[src/rtl/data_mem_arbiter.sv]
`default_nettype none
// +----------------------------------------------------------------------------+
// | Module   : data_mem_arbiter                                                |
// | Purpose  : Two-requester arbiter in front of a single data memory port.   |
// |            IDLE arbitrates, BUSYn routes requester n straight through to  |
// |            the memory until mem_ready_i (completion) or until requester n |
// |            drops its request (abort).                                     |
// | Options  : DATA_MEM_ARBITER_RR_EN - round-robin on simultaneous requests; |
// |            undefined gives fixed priority to requester 0.                 |
// | Revision : 1.0 - initial release                                          |
// +----------------------------------------------------------------------------+
module data_mem_arbiter (
  input  logic        clk_i,
  input  logic        rst_i,
  // requester 0
  input  logic        m0_req_i,
  input  logic        m0_we_i,
  input  logic [3:0]  m0_be_i,
  input  logic [31:0] m0_addr_i,
  input  logic [31:0] m0_wd_i,
  output logic [31:0] m0_rd_o,
  output logic        m0_ready_o,
  // requester 1
  input  logic        m1_req_i,
  input  logic        m1_we_i,
  input  logic [3:0]  m1_be_i,
  input  logic [31:0] m1_addr_i,
  input  logic [31:0] m1_wd_i,
  output logic [31:0] m1_rd_o,
  output logic        m1_ready_o,
  // data memory
  output logic        mem_req_o,
  output logic        mem_we_o,
  output logic [3:0]  mem_be_o,
  output logic [31:0] mem_addr_o,
  output logic [31:0] mem_wd_o,
  input  logic [31:0] mem_rd_i,
  input  logic        mem_ready_i
);

  typedef enum logic [1:0] {
    IDLE  = 2'd0,
    BUSY0 = 2'd1,
    BUSY1 = 2'd2
  } state_t;

  state_t state;
  logic   winner;     // 1 selects requester 1
  logic   busy0;
  logic   busy1;

`ifdef DATA_MEM_ARBITER_RR_EN
  logic   last_grant;

  // Round-robin: on a tie, favour the requester that was not served last.
  always_comb begin
    winner = m1_req_i & (~m0_req_i | ~last_grant);
  end
`else
  // Fixed priority: requester 1 only wins when requester 0 is silent.
  always_comb begin
    winner = m1_req_i & ~m0_req_i;
  end
`endif

  // Grant FSM: arbitrate in IDLE, leave BUSYn on completion or on abort.
  always_ff @(posedge clk_i) begin
    if (rst_i) begin
      state <= IDLE;
`ifdef DATA_MEM_ARBITER_RR_EN
      last_grant <= 1'b1;
`endif
    end else begin
      case (state)
        IDLE: begin
          if (m0_req_i || m1_req_i) begin
            state <= winner ? BUSY1 : BUSY0;
          end
        end
        BUSY0: begin
          if (!m0_req_i) begin
            // Abort: grant is released without counting as served.
            state <= IDLE;
          end else if (mem_ready_i) begin
            state <= IDLE;
`ifdef DATA_MEM_ARBITER_RR_EN
            last_grant <= 1'b0;
`endif
          end
        end
        BUSY1: begin
          if (!m1_req_i) begin
            state <= IDLE;
          end else if (mem_ready_i) begin
            state <= IDLE;
`ifdef DATA_MEM_ARBITER_RR_EN
            last_grant <= 1'b1;
`endif
          end
        end
        default: state <= IDLE;
      endcase
    end
  end

  // Grant qualifiers; reset masks them so every output is 0 while rst_i is high.
  always_comb begin
    busy0 = (state == BUSY0) && !rst_i;
    busy1 = (state == BUSY1) && !rst_i;
  end

  // Memory-side mux: the granted requester drives the memory port directly.
  always_comb begin
    mem_req_o  = 1'b0;
    mem_we_o   = 1'b0;
    mem_be_o   = 4'h0;
    mem_addr_o = 32'h0;
    mem_wd_o   = 32'h0;
    if (busy0) begin
      mem_req_o  = m0_req_i;
      mem_we_o   = m0_we_i;
      mem_be_o   = m0_be_i;
      mem_addr_o = m0_addr_i;
      mem_wd_o   = m0_wd_i;
    end else if (busy1) begin
      mem_req_o  = m1_req_i;
      mem_we_o   = m1_we_i;
      mem_be_o   = m1_be_i;
      mem_addr_o = m1_addr_i;
      mem_wd_o   = m1_wd_i;
    end
  end

  // Requester-side return path: ready only to the granted, still-requesting
  // master; read data is zero except during its ready pulse.
  always_comb begin
    m0_ready_o = busy0 && m0_req_i && mem_ready_i;
    m1_ready_o = busy1 && m1_req_i && mem_ready_i;
    m0_rd_o    = m0_ready_o ? mem_rd_i : 32'h0;
    m1_rd_o    = m1_ready_o ? mem_rd_i : 32'h0;
  end

endmodule
`default_nettype wire

[config.mk]
export PLATFORM = sky130hd
export DESIGN_NAME = data_mem_arbiter
export DESIGN_NICKNAME = d
export VERILOG_FILES = /design/src/rtl/data_mem_arbiter.sv
export SDC_FILE = /design/constraint.sdc
export NUM_CORES = 1
export LEC_CHECK = 0
export ABC_CLOCK_PERIOD_IN_PS = 1500
export BUFFER_PORTS_ARGS = -buffer_cell sky130_fd_sc_hd__buf_2
export CAP_MARGIN = 10
export CORE_AREA = 4 4 120 122
export DETAILED_ROUTE_END_ITERATION = 10
export DIE_AREA = 0 0 124 126
export GPL_ROUTABILITY_DRIVEN = 0
export SLEW_MARGIN = 25
export SYNTH_ARGS = -nofsm -noshare
export SYNTH_HDL_FRONTEND = slang
export SYNTH_SLANG_ARGS = --single-unit
[constraint.sdc]
create_clock -name clk_i -period 1.5 [get_ports clk_i]
set_input_delay 0.075 -clock clk_i [delete_from_list [all_inputs] [get_ports clk_i]]
set_output_delay 0.075 -clock clk_i [all_outputs]
set_load 0.005 [all_outputs]
==> flow_summary.json <==
{
  "max_freq_mhz": 673,
  "wl_met3_mm": 1.22,
  "critical_path_class": "reg -> out",
  "setup_viol_count_final": 0,
  "port-buffer-count": 310,
  "power.total_uw": 1360,
  "final_hold_viol_count": 0,
  "slowest_stage": "dfxtp_4",
  "cts_buffer_depth": 2,
  "combinationalPowerShare": 0.661,
  "yosysWarnings": 0,
  "antenna_found_initial": 0,
  "p_int_uw": 846,
  "slew_headroom": 0.728,
  "dr.pass1.iters": 4,
  "start_util": 0.167,
  "drtIter0Drc": 123,
  "seq_area_frac_synth": 0.0182,
  "core_um2": 13200,
  "routed_wl_mm": 11.5,
  "whs_ps": 99.7,
  "worst-endpoint-required_ps": 1420,
  "grt.overflow.total": 0,
  "via_per_inst": 4.39,
  "grt_pass1_vias": 3306,
  "tightest_slew_ps": 408,
  "drive_gt1_frac": 0.598,
  "synth_seq_cells": 2,
  "holdBufCountCts": 0,
  "slew_violations": 0,
  "seq_area_um2": 47.5,
  "ir_drop_mv": 0.306,
  "fp.dieH_um": 126,
  "root_buffer": "clkbuf_16",
  "p_leak_uw": 0.00253,
  "power_frac_clock": 0.291,
  "htree_num_levels": 1,
  "syn2layout_area_growth_pct": 104,
  "pwr-share-seq": 0.048,
  "drt-met1-wl_mm": 4.30,
  "grt_usage": 0.120,
  "clock-sinks": 2,
  "fin_skew_ps": 2.31,
  "cts_tree": "built",
  "top_register": "state",
  "maxCapViolations": 0,
  "synth_nets": 540,
  "synth_cell_types": 19,
  "multi_input_area_um2": 1860,
  "drcViolationCount": 0,
  "post-dp-hpwl_mm": 8.83,
  "grt_max_degree": 102,
  "power_switching_share": 0.379,
  "critPathCaptureType": "output port",
  "synth_cells": 365,
  "status": "complete, no violations",
  "insertedDiodeCount": 0,
  "dieArea_um2": 15600,
  "preCtsSetupSlack_ps": 154,
  "reg_top3": "state: 2 flops",
  "dieWidth_um": 124,
  "cellPowerDensity_nw_per_um2": 304,
  "numCtsBuffers": 3,
  "path_cells": "nand2b_4 -> buf_12 -> o32ai_1 -> buf_2",
  "std_cell_rows": 42,
  "clkSlewWorstSetupHoldPaths_ps": 30,
  "dr_wl_met2_mm": 5.95,
  "worstSkewPairLatency_ps": 220,
  "synth_area_um2": 2200,
  "pin_count": 311,
  "ant_nets": 0,
  "largest_reg_flops": 2,
  "grt_pass1_wl_mm": 15.6,
  "fin_nets": 837,
  "fin_ws_ps": 13.1,
  "placed_area_um2": 3990,
  "min_period_ps": 1490,
  "finalCritPeriodShare": 0.991,
  "avgSynthCellArea_um2": 6.03,
  "vias": 3674,
  "critPathArrivalTime_ps": 1410,
  "final_util": 0.340,
  "n_fill_cell": 1443,
  "top_layer": "met4",
  "rsz0062_at_grt": "yes",
  "startpoint_type": "register",
  "p_switching_uw": 516,
  "routedWlPerCell_um": 13.8,
  "min_path_type": "in -> reg",
  "path_max_fanout": 45,
  "fin_area_um2": 4480,
  "critical-path-max-stage-delay_ps": 380
}
placed cells by master (no fill, tap or decap):
master | netlist | layout
buf_2 | 22 | 309
inv_1 | 101 | 101
nand2b_1 | 71 | 69
o32ai_1 | 59 | 41
o32ai_2 | 10 | 28
nor3_1 | 33 | 28
nor4_1 | 32 | 17
buf_4 | 1 | 16
nor4_2 | 0 | 14
buf_12 | 0 | 6
nor3_2 | 0 | 5
clkbuf_16 | 0 | 5
nand2b_4 | 1 | 4
buf_6 | 2 | 3
nand3b_1 | 2 | 2
nor2_1 | 2 | 2
dfxtp_4 | 0 | 2
nand2b_2 | 0 | 1
clkinv_1 | 1 | 1
nor4_4 | 0 | 1
a21oi_1 | 1 | 1
mux2i_1 | 1 | 1
and3_1 | 1 | 1
a2111oi_0 | 1 | 1
buf_16 | 0 | 1
final cells by class:
| type | count | share of cell area |
|---|---|---|
| Timing Repair Buffer | 337 | 0.424 |
| Inverter | 102 | 0.0855 |
| Multi-Input combinational cell | 216 | 0.414 |
| Sequential cell | 2 | 0.0106 |
| Tap cell | 176 | 0.0492 |
| Clock buffer | 3 | 0.0168 |
kinds of logic after synthesis:
family / count (synthesis) / share of synthesized area
buf+inv: 149 / 0.275
simple gates: 142 / 0.387
compound gates: 71 / 0.315
flops: 2 / 0.0182
mux: 1 / 0.00455
power by group through the flow:
| stage | combinational (µW) | clock, µW | sequential (µW) |
|---|---|---|---|
| finish | 900 | 396 | 65.6 |
| floorplan | 391 | 0 | 61.0 |
| CTS | 836 | 404 | 64.3 |
| global placement | 793 | 0 | 62.0 |
| detailed placement | 797 | 0 | 62.1 |
| global route | 987 | 409 | 67.4 |
final timing paths:
path | startpoint | endpoint | slack [ps] | cells after the start
min | mem_ready_i | state[0]$_SDFFE_PP0P_ | 100 | 2
min reg2reg | state[1]$_SDFFE_PP0P_ | state[0]$_SDFFE_PP0P_ | 520 | 1
max reg2reg | state[0]$_SDFFE_PP0P_ | state[0]$_SDFFE_PP0P_ | 670 | 1
max | state[0]$_SDFFE_PP0P_ | mem_wd_o[30] | 10 | 4
cell usage after synthesis, drive strengths merged:
cell	n	area, µm²
and3	1	6.26
a2111oi	1	8.76
o32ai	69	679
dfxtp	2	40.0
nor3	33	165
buf	25	140
nor2	2	7.51
mux2i	1	10.0
inv	101	379
nand2b	72	458
nor4	32	200
nand3b	2	15.0
clkbuf	22	82.6
a21oi	1	5.00
clkinv	1	3.75
layer usage:
layer  vias to the layer above  track usage
met4                         0       0.0135
met1                      1614        0.133
li1                       1863            -
met5                         -            0
met3                         8       0.0193
met2                       189        0.239
timing repair:
item / 4_1_cts / 5_1_grt
setup buffers: 2 / 1
gates cloned: 2 / 3
gates resized for setup: 16 / 34
setup endpoints to repair: 82 / 64
pin swaps: 0 / 1
hold endpoints to repair: 0 / 0
critical path: cells and delay by family, from the launching register on:
family | cells | cell delay, ps
flops | 1 | 380
buf+inv | 2 | 350
simple gates | 1 | 180
compound gates | 1 | 250
through the flow:
| step | setup TNS, ps | cells |
|---|---|---|
| CTS | -8.76 | 832 |
| global placement | 0 | 825 |
| finish | 0 | 836 |
| global route | -446 | 836 |
| detailed placement | 0 | 825 |
| floorplan | 0 | 365 |
(Power assumes the default switching activity.)
